<file path="src/rtl/symbol_deframer.sv">
// QPSK dibit deframer: packs FRAME_SYMS dibits MSB-first into bytes and queues them on a valid/ready byte stream.
// Optional descrambler (x^7+x^6+1 LFSR, seeded per frame) is enabled by defining DEFRAMER_DESCRAMBLE_EN.
module symbol_deframer #(
  parameter int FRAME_SYMS   = 63,
  parameter int IDLE_TIMEOUT = 64,
  parameter int FIFO_DEPTH   = 32
) (
  input  logic        clk,
  input  logic        rst,
  input  logic        in_valid,
  input  logic [1:0]  in_data,
  output logic        in_ready,
  output logic        out_valid,
  output logic [7:0]  out_data,
  output logic        out_last,
  input  logic        out_ready,
  output logic        frame_abort,
  output logic        overflow,
  output logic [15:0] frame_cnt
);

  localparam int SYM_W  = (FRAME_SYMS > 4) ? $clog2(FRAME_SYMS) : 2;
  localparam int IDLE_W = (IDLE_TIMEOUT > 1) ? $clog2(IDLE_TIMEOUT) : 1;
  localparam int AW     = $clog2(FIFO_DEPTH);
  localparam int PTR_W  = AW + 1;

  typedef enum logic [0:0] {IDLE, COLLECT} state_t;

  state_t            state, state_next;
  logic [SYM_W-1:0]  sym_cnt, cur_idx;
  logic [IDLE_W-1:0] idle_cnt;
  logic [7:0]        byte_acc, byte_new;
  logic [1:0]        slot, dibit_eff;
  logic              last_sym, push, push_last, abort_now;

  logic [8:0]        mem [FIFO_DEPTH];
  logic [8:0]        head;
  logic [PTR_W-1:0]  wr_ptr, rd_ptr;
  logic              empty, full, pop, wr_en;

  assign in_ready = ~rst;

`ifdef DEFRAMER_DESCRAMBLE_EN
  // The first dibit of a frame uses the seed directly; the register holds the state for the next dibit.
  logic [6:0] lfsr, lfsr_cur, lfsr_mid, lfsr_nxt;

  always_comb begin
    lfsr_cur  = (state == IDLE) ? 7'h7F : lfsr;
    lfsr_mid  = {lfsr_cur[5:0], lfsr_cur[6] ^ lfsr_cur[5]};
    lfsr_nxt  = {lfsr_mid[5:0], lfsr_mid[6] ^ lfsr_mid[5]};
    dibit_eff = in_data ^ {lfsr_cur[6], lfsr_mid[6]};
  end

  always_ff @(posedge clk or posedge rst) begin
    if (rst) begin
      lfsr <= 7'h7F;
    end else if (in_valid) begin
      lfsr <= lfsr_nxt;
    end
  end
`else
  assign dibit_eff = in_data;
`endif

  always_ff @(posedge clk or posedge rst) begin
    if (rst) begin
      state <= IDLE;
    end else begin
      state <= state_next;
    end
  end

  always_comb begin
    state_next = state;
    case (state)
      IDLE: begin
        if (in_valid) begin
          state_next = last_sym ? IDLE : COLLECT;
        end
      end
      COLLECT: begin
        if (in_valid) begin
          state_next = last_sym ? IDLE : COLLECT;
        end else if (abort_now) begin
          state_next = IDLE;
        end
      end
      default: state_next = IDLE;
    endcase
  end

  // Symbol index of the incoming dibit decides its slot in the byte and whether the byte is complete.
  always_comb begin
    cur_idx  = (state == IDLE) ? '0 : sym_cnt;
    slot     = cur_idx[1:0];
    last_sym = (cur_idx == SYM_W'(FRAME_SYMS - 1));
    byte_new = (slot == 2'd0) ? 8'h00 : byte_acc;
    case (slot)
      2'd0:    byte_new[7:6] = dibit_eff;
      2'd1:    byte_new[5:4] = dibit_eff;
      2'd2:    byte_new[3:2] = dibit_eff;
      default: byte_new[1:0] = dibit_eff;
    endcase
    push      = in_valid & ((slot == 2'd3) | last_sym);
    push_last = in_valid & last_sym;
    abort_now = (state == COLLECT) & ~in_valid &
                (idle_cnt == IDLE_W'(IDLE_TIMEOUT - 1));
  end

  always_ff @(posedge clk or posedge rst) begin
    if (rst) begin
      sym_cnt     <= '0;
      idle_cnt    <= '0;
      byte_acc    <= 8'h00;
      frame_abort <= 1'b0;
    end else begin
      frame_abort <= abort_now;
      if (in_valid) begin
        sym_cnt  <= cur_idx + SYM_W'(1);
        idle_cnt <= '0;
        byte_acc <= byte_new;
      end else if (state == COLLECT && !abort_now) begin
        idle_cnt <= idle_cnt + IDLE_W'(1);
      end
    end
  end

  // A full FIFO still accepts a push when the head is popped in the same cycle.
  assign empty = (wr_ptr == rd_ptr);
  assign full  = (wr_ptr[AW] != rd_ptr[AW]) && (wr_ptr[AW-1:0] == rd_ptr[AW-1:0]);
  assign pop   = ~empty & out_ready;
  assign wr_en = push & (~full | pop);
  assign head  = mem[rd_ptr[AW-1:0]];

  assign out_valid = ~empty;
  assign out_data  = empty ? 8'h00 : head[7:0];
  assign out_last  = ~empty & head[8];

  always_ff @(posedge clk) begin
    if (wr_en) begin
      mem[wr_ptr[AW-1:0]] <= {push_last, byte_new};
    end
  end

  always_ff @(posedge clk or posedge rst) begin
    if (rst) begin
      wr_ptr    <= '0;
      rd_ptr    <= '0;
      overflow  <= 1'b0;
      frame_cnt <= 16'h0000;
    end else begin
      if (wr_en) begin
        wr_ptr <= wr_ptr + PTR_W'(1);
      end
      if (pop) begin
        rd_ptr <= rd_ptr + PTR_W'(1);
      end
      if (push && full && !pop) begin
        overflow <= 1'b1;
      end
      if (wr_en && push_last) begin
        frame_cnt <= frame_cnt + 16'h0001;
      end
    end
  end

endmodule
</file>
<file path="config.mk">
export PLATFORM = sky130hd
export DESIGN_NAME = symbol_deframer
export DESIGN_NICKNAME = d
export VERILOG_FILES = /design/src/rtl/symbol_deframer.sv
export SDC_FILE = /design/constraint.sdc
export NUM_CORES = 1
export LEC_CHECK = 0
export BUFFER_PORTS_ARGS = -buffer_cell sky130_fd_sc_hd__buf_4
export CORE_UTILIZATION = 24
export DETAILED_ROUTE_END_ITERATION = 10
export PLACE_DENSITY = 0.38
export SYNTH_ARGS = -nofsm -noshare
export SYNTH_HDL_FRONTEND = slang
export SYNTH_SLANG_ARGS = --single-unit
</file>
<file path="constraint.sdc">
create_clock -name clk -period 3 [get_ports clk]
set_input_delay 0.3 -clock clk [delete_from_list [all_inputs] [get_ports clk]]
set_output_delay 0.3 -clock clk [all_outputs]
set_load 0.1 [all_outputs]
</file>
==> out/summary.md <==
## Run status
• **run status** finished, violations left
• **violated checks** setup timing

## Run
• **Max Cap Violations** 0

## Layout
• **Layout area overhead** 24.70%
• **number of antenna diodes** 0
• **share of final-layout standard cells stronger than drive strength 1** 36.25%
• **Layout Nets** 970
• **filler instances** 5622
• **post-route cell area** 0.01741 mm^2

## Yosys
• **#FFs+latches synth** 339
• **combinational family with the most area after synthesis** multiplexers
• **proportion of synthesized chip area in sequential cells** 71.07%
• **share of synthesized area spent on multiplexers** 12.65%
• **number of warnings issued by yosys** 0
• **synthesized netlist cell count** 825
• **leading cell types by total area after synthesis** edfxtp_1 62%, dfrtp_1 9.1%, mux4_2 7.3%, mux2_2 4.5%, nor2_1 1.6%
• **largest area contributor in the netlist** edfxtp_1
• **cell area after technology mapping** 0.01396 mm^2
• **number of enable flip-flop cells after synthesis** 288
• **compound-gate portion of the synthesized area** 4.023%
• **adder-cell area share of the yosys netlist** 1.075%
• **fraction of registers with async set or reset after synthesis** 15.04%
• **syn_nets** 843
• **most used flip-flop cell after synthesis** edfxtp_1
• **number of different library cells in the post-synthesis netlist** 53
• **Synth Area in Simple Gates** 6.881%
• **Mapped Avg Cell Area** 16.93 um^2
• **fraction of post-synthesis cell area in the top cell type by area** 61.93%
• **xor/xnor share of the synthesized area** 2.258%

## Hold path
• **Tightest Hold Check Type** in -> reg
• **startpoint of the tightest hold check path** out_ready
• **cell depth of the worst min-delay path** 3
• **endpoint of the worst hold-timing path** rd_ptr[0]$_DFFE_PP0P_

## Drt
• **via total after detailed routing** 7522
• **Initial DRT Pass Iterations** 4
• **DRC viols** 0
• **via-per-instance ratio** 4.306
• **final wirelength** 36.31 mm
• **number of routed nets with antenna violations** 0
• **mean routed wirelength per cell** 20.79 um
• **initial DRC count** 420

## Timing
• **maximum clock frequency** 0.3285 GHz
• **final count of pins violating max slew** 0
• **unrepaired setup endpoints after global routing** yes
• **relative slew slack** 40.84%
• **post-route fraction of the period consumed by the critical path** 101.5%
• **Hold Slack** 0.08947 ns
• **crit path time final** 3.044 ns
• **setup clock skew after layout** 0.03292 ns
• **actual slew at the worst max-slew pin** 0.8841 ns
• **Hold Fails Final Rpt** 0
• **final count of negative-setup-slack endpoints** 4
• **Worst Slack Setup Final** -0.04393 ns

## Setup path
• **Worst Reg-to-Reg Cells** 8
• **setup slack of the worst register-to-register path** 0.33 ns
• **worst reg2reg endpoint** mem[15][8]$_DFFE_PP_
• **RR Startpoint** state$_DFF_PP0_
• **kind of critical path** reg -> out
• **CP Max Fanout** 6
• **Crit path required time** 2.70 ns
• **Crit path arrival time** 2.74 ns
• **Worst Setup End Kind** primary output
• **crit path launch type** register

## Clock tree
• **clock edge transition at the registers on the reported setup and hold paths** 0.06 ns
• **number of levels the H-tree was split into** 2
• **Worst-Skew Late Latency** 0.57 ns
• **TritonCTS clock tree** yes
• **number of CTS-inserted buffers** 40
• **Bufs on Longest Clock Path** 3
• **Clk Tree Root Cell** clkbuf_16
• **CTS sink cnt** 339

## Floorplanning
• **Core Box Area** 0.05759 mm^2
• **number of core rows** 88
• **floorplan die area** 0.05915 mm^2
• **DIE WIDTH** 243.2 um
• **boundary pin count** 35
• **initial core utilization** 24.25%
• **Die Y-Extent** 243.2 um

## Global route
• **initial antenna violation count** 1
• **total grt overflow** 0
• **first-pass GRT wire length** 54.34 mm
• **maximum number of pins on one net before global-route repair** 42
• **vias in the first global route** 7982
• **Tot GR Track Use** 12.49%

## Placed design
• **DP Area** 0.01561 mm^2
• **Final GP Congestion** 0.7175
• **Post-DP HPWL** 22.48 mm
• **number of buffers inserted by port buffering** 34
• **pre-CTS setup slack** 0.1064 ns

## Power
• **maximum VDD drop** 975.3 uV
• **leak pwr** 6.010 nW
• **Power Density** 1044 mW/mm^2

==> cell usage in the layout, fill, tap and decap left out, types with 4 or more instances in the layout <==
cell type | netlist | final
a211oi_1 | 18 | 5
a211oi_2 | 0 | 11
a21oi_1 | 11 | 4
a21oi_2 | 0 | 7
a22o_1 | 4 | 4
a22oi_1 | 18 | 10
a22oi_2 | 0 | 8
and3_1 | 5 | 5
buf_12 | 0 | 14
buf_4 | 7 | 99
buf_6 | 3 | 13
clkbuf_1 | 5 | 9
clkbuf_16 | 0 | 40
clkinv_1 | 0 | 10
clkinv_2 | 0 | 4
dfrtp_1 | 51 | 47
edfxtp_1 | 288 | 288
ha_1 | 12 | 12
inv_1 | 12 | 11
mux2_2 | 56 | 56
mux2i_1 | 10 | 4
mux2i_4 | 0 | 4
mux4_2 | 45 | 45
nand2_1 | 32 | 31
nand2_2 | 3 | 4
nand2b_1 | 7 | 5
nand3_1 | 12 | 12
nand4_1 | 8 | 8
nor2_1 | 58 | 56
nor2b_1 | 11 | 11
nor3_1 | 22 | 13
nor3_2 | 2 | 10
nor4_2 | 4 | 4
o21ai_0 | 16 | 13
o22ai_1 | 10 | 10
xnor2_1 | 17 | 17
xor2_1 | 19 | 19
==> what timing repair did <==
item | in CTS | in global routing
hold buffers | 1 | 0
setup endpoints to repair | 9 | 10
buffers inserted | 15 | 5
hold endpoints to repair | 10 | 0
cloned | 1 | 0
resized for setup | 51 | 27
pin swaps | 10 | 11
==> cell usage after synthesis, types with 2 or more instances <==
cell type and n:
and3_1 5, nor3b_1 3, buf_4 7, nor4_2 4, nand3b_1 2, a22oi_1 18
nand2b_1 7, a21oi_1 11, o22ai_1 10, buf_1 4, inv_1 12, a211oi_1 18
xor2_1 19, buf_2 23, xnor2_1 17, nand2_1 32, clkbuf_1 5, nand2_2 3
a22o_1 4, nor3_2 2, ha_1 12, o21ai_0 16, nor4_1 3, mux2i_1 10
or3b_2 2, nor2b_1 11, nor2_1 58, nand3_1 12, buf_6 3, mux2_2 56
and2_1 4, mux2_1 2, nor3_1 22, nand4_1 8, dfrtp_1 51, mux4_2 45
edfxtp_1 288
==> per-layer routing <==
metal	track usage (%)	wire length, um
met4	3.163	558
met1	17.01	16970
met5	0	0
met3	2.388	1243
met2	20.31	17550
==> cells by family after synthesis <==
kind of cell               count (synthesis)
AOI/OAI and AO/OA                         84
xor gates and xnor gates                  36
adders and majority gates                 12
buffers and inverters                     55
DFF                                      339
muxes                                    113
and+or+nand+nor                          186
==> worst max-delay path by stage <==
stage                          startpoint     endpoint  slack [ns]  cells past startpoint
floorplan           rd_ptr[1]$_DFFE_PP0P_  out_data[0]        0.09                      7
global placement    rd_ptr[1]$_DFFE_PP0P_  out_data[0]        0.07                      8
detailed placement  rd_ptr[0]$_DFFE_PP0P_  out_data[6]        0.11                      7
CTS                 rd_ptr[1]$_DFFE_PP0P_     out_last       -0.07                      9
global route        rd_ptr[0]$_DFFE_PP0P_     out_last       -0.13                      8
finish              rd_ptr[0]$_DFFE_PP0P_     out_last       -0.04                      8
==> sequential cells by signal, indices dropped and copies added, names as in the netlist <==
register and cells:
byte_acc 8, frame_abort 1, frame_cnt 16, idle_cnt 6
mem 288, overflow 1, rd_ptr 6, state 1
sym_cnt 6, wr_ptr 6
==> critical path: stages (launching register included) <==
cell	delay (ns)
dfrtp_4	0.55
buf_12	0.18
buf_12	0.12
buf_4	0.15
buf_12	0.13
mux4_2	0.43
a21oi_2	0.30
a211oi_4	0.13
buf_12	0.19
==> through the flow <==
| stage | util (%) | total power (W) | TNS [ns] | cells |
|---|---|---|---|---|
| 2_1_floorplan | - | 0.01050 | 0 | 825 |
| 3_3_place_gp | 27.11 | 0.01279 | 0 | 1654 |
| 3_5_place_dp | 27.11 | 0.01278 | 0 | 1654 |
| 4_1_cts | 29.94 | 0.01821 | -0.4167 | 1743 |
| 5_1_grt | 30.24 | 0.01905 | -0.8361 | 1747 |
| 6_report | 30.24 | 0.01819 | -0.07224 | 1747 |
==> where the power goes <==
part	switching (W)	internal [W]	leakage (nW)
registers	0.000275	0.00591	3.30
clock network	0.00198	0.00264	0.588
logic	0.00458	0.00279	2.12
==> cell type report <==
cell class / instances / area (um^2) / area share [%]
clock buffers: 49 / 1035 / 5.942
clock inverters: 23 / 196.4 / 1.128
inverters: 12 / 45.04 / 0.2587
multi-input cells: 431 / 4049 / 23.25
flip-flops and latches: 339 / 9937 / 57.06
well taps: 765 / 957.2 / 5.496
repair buffers: 128 / 1195 / 6.862
Note: power is estimated with default switching activity, not from simulation.
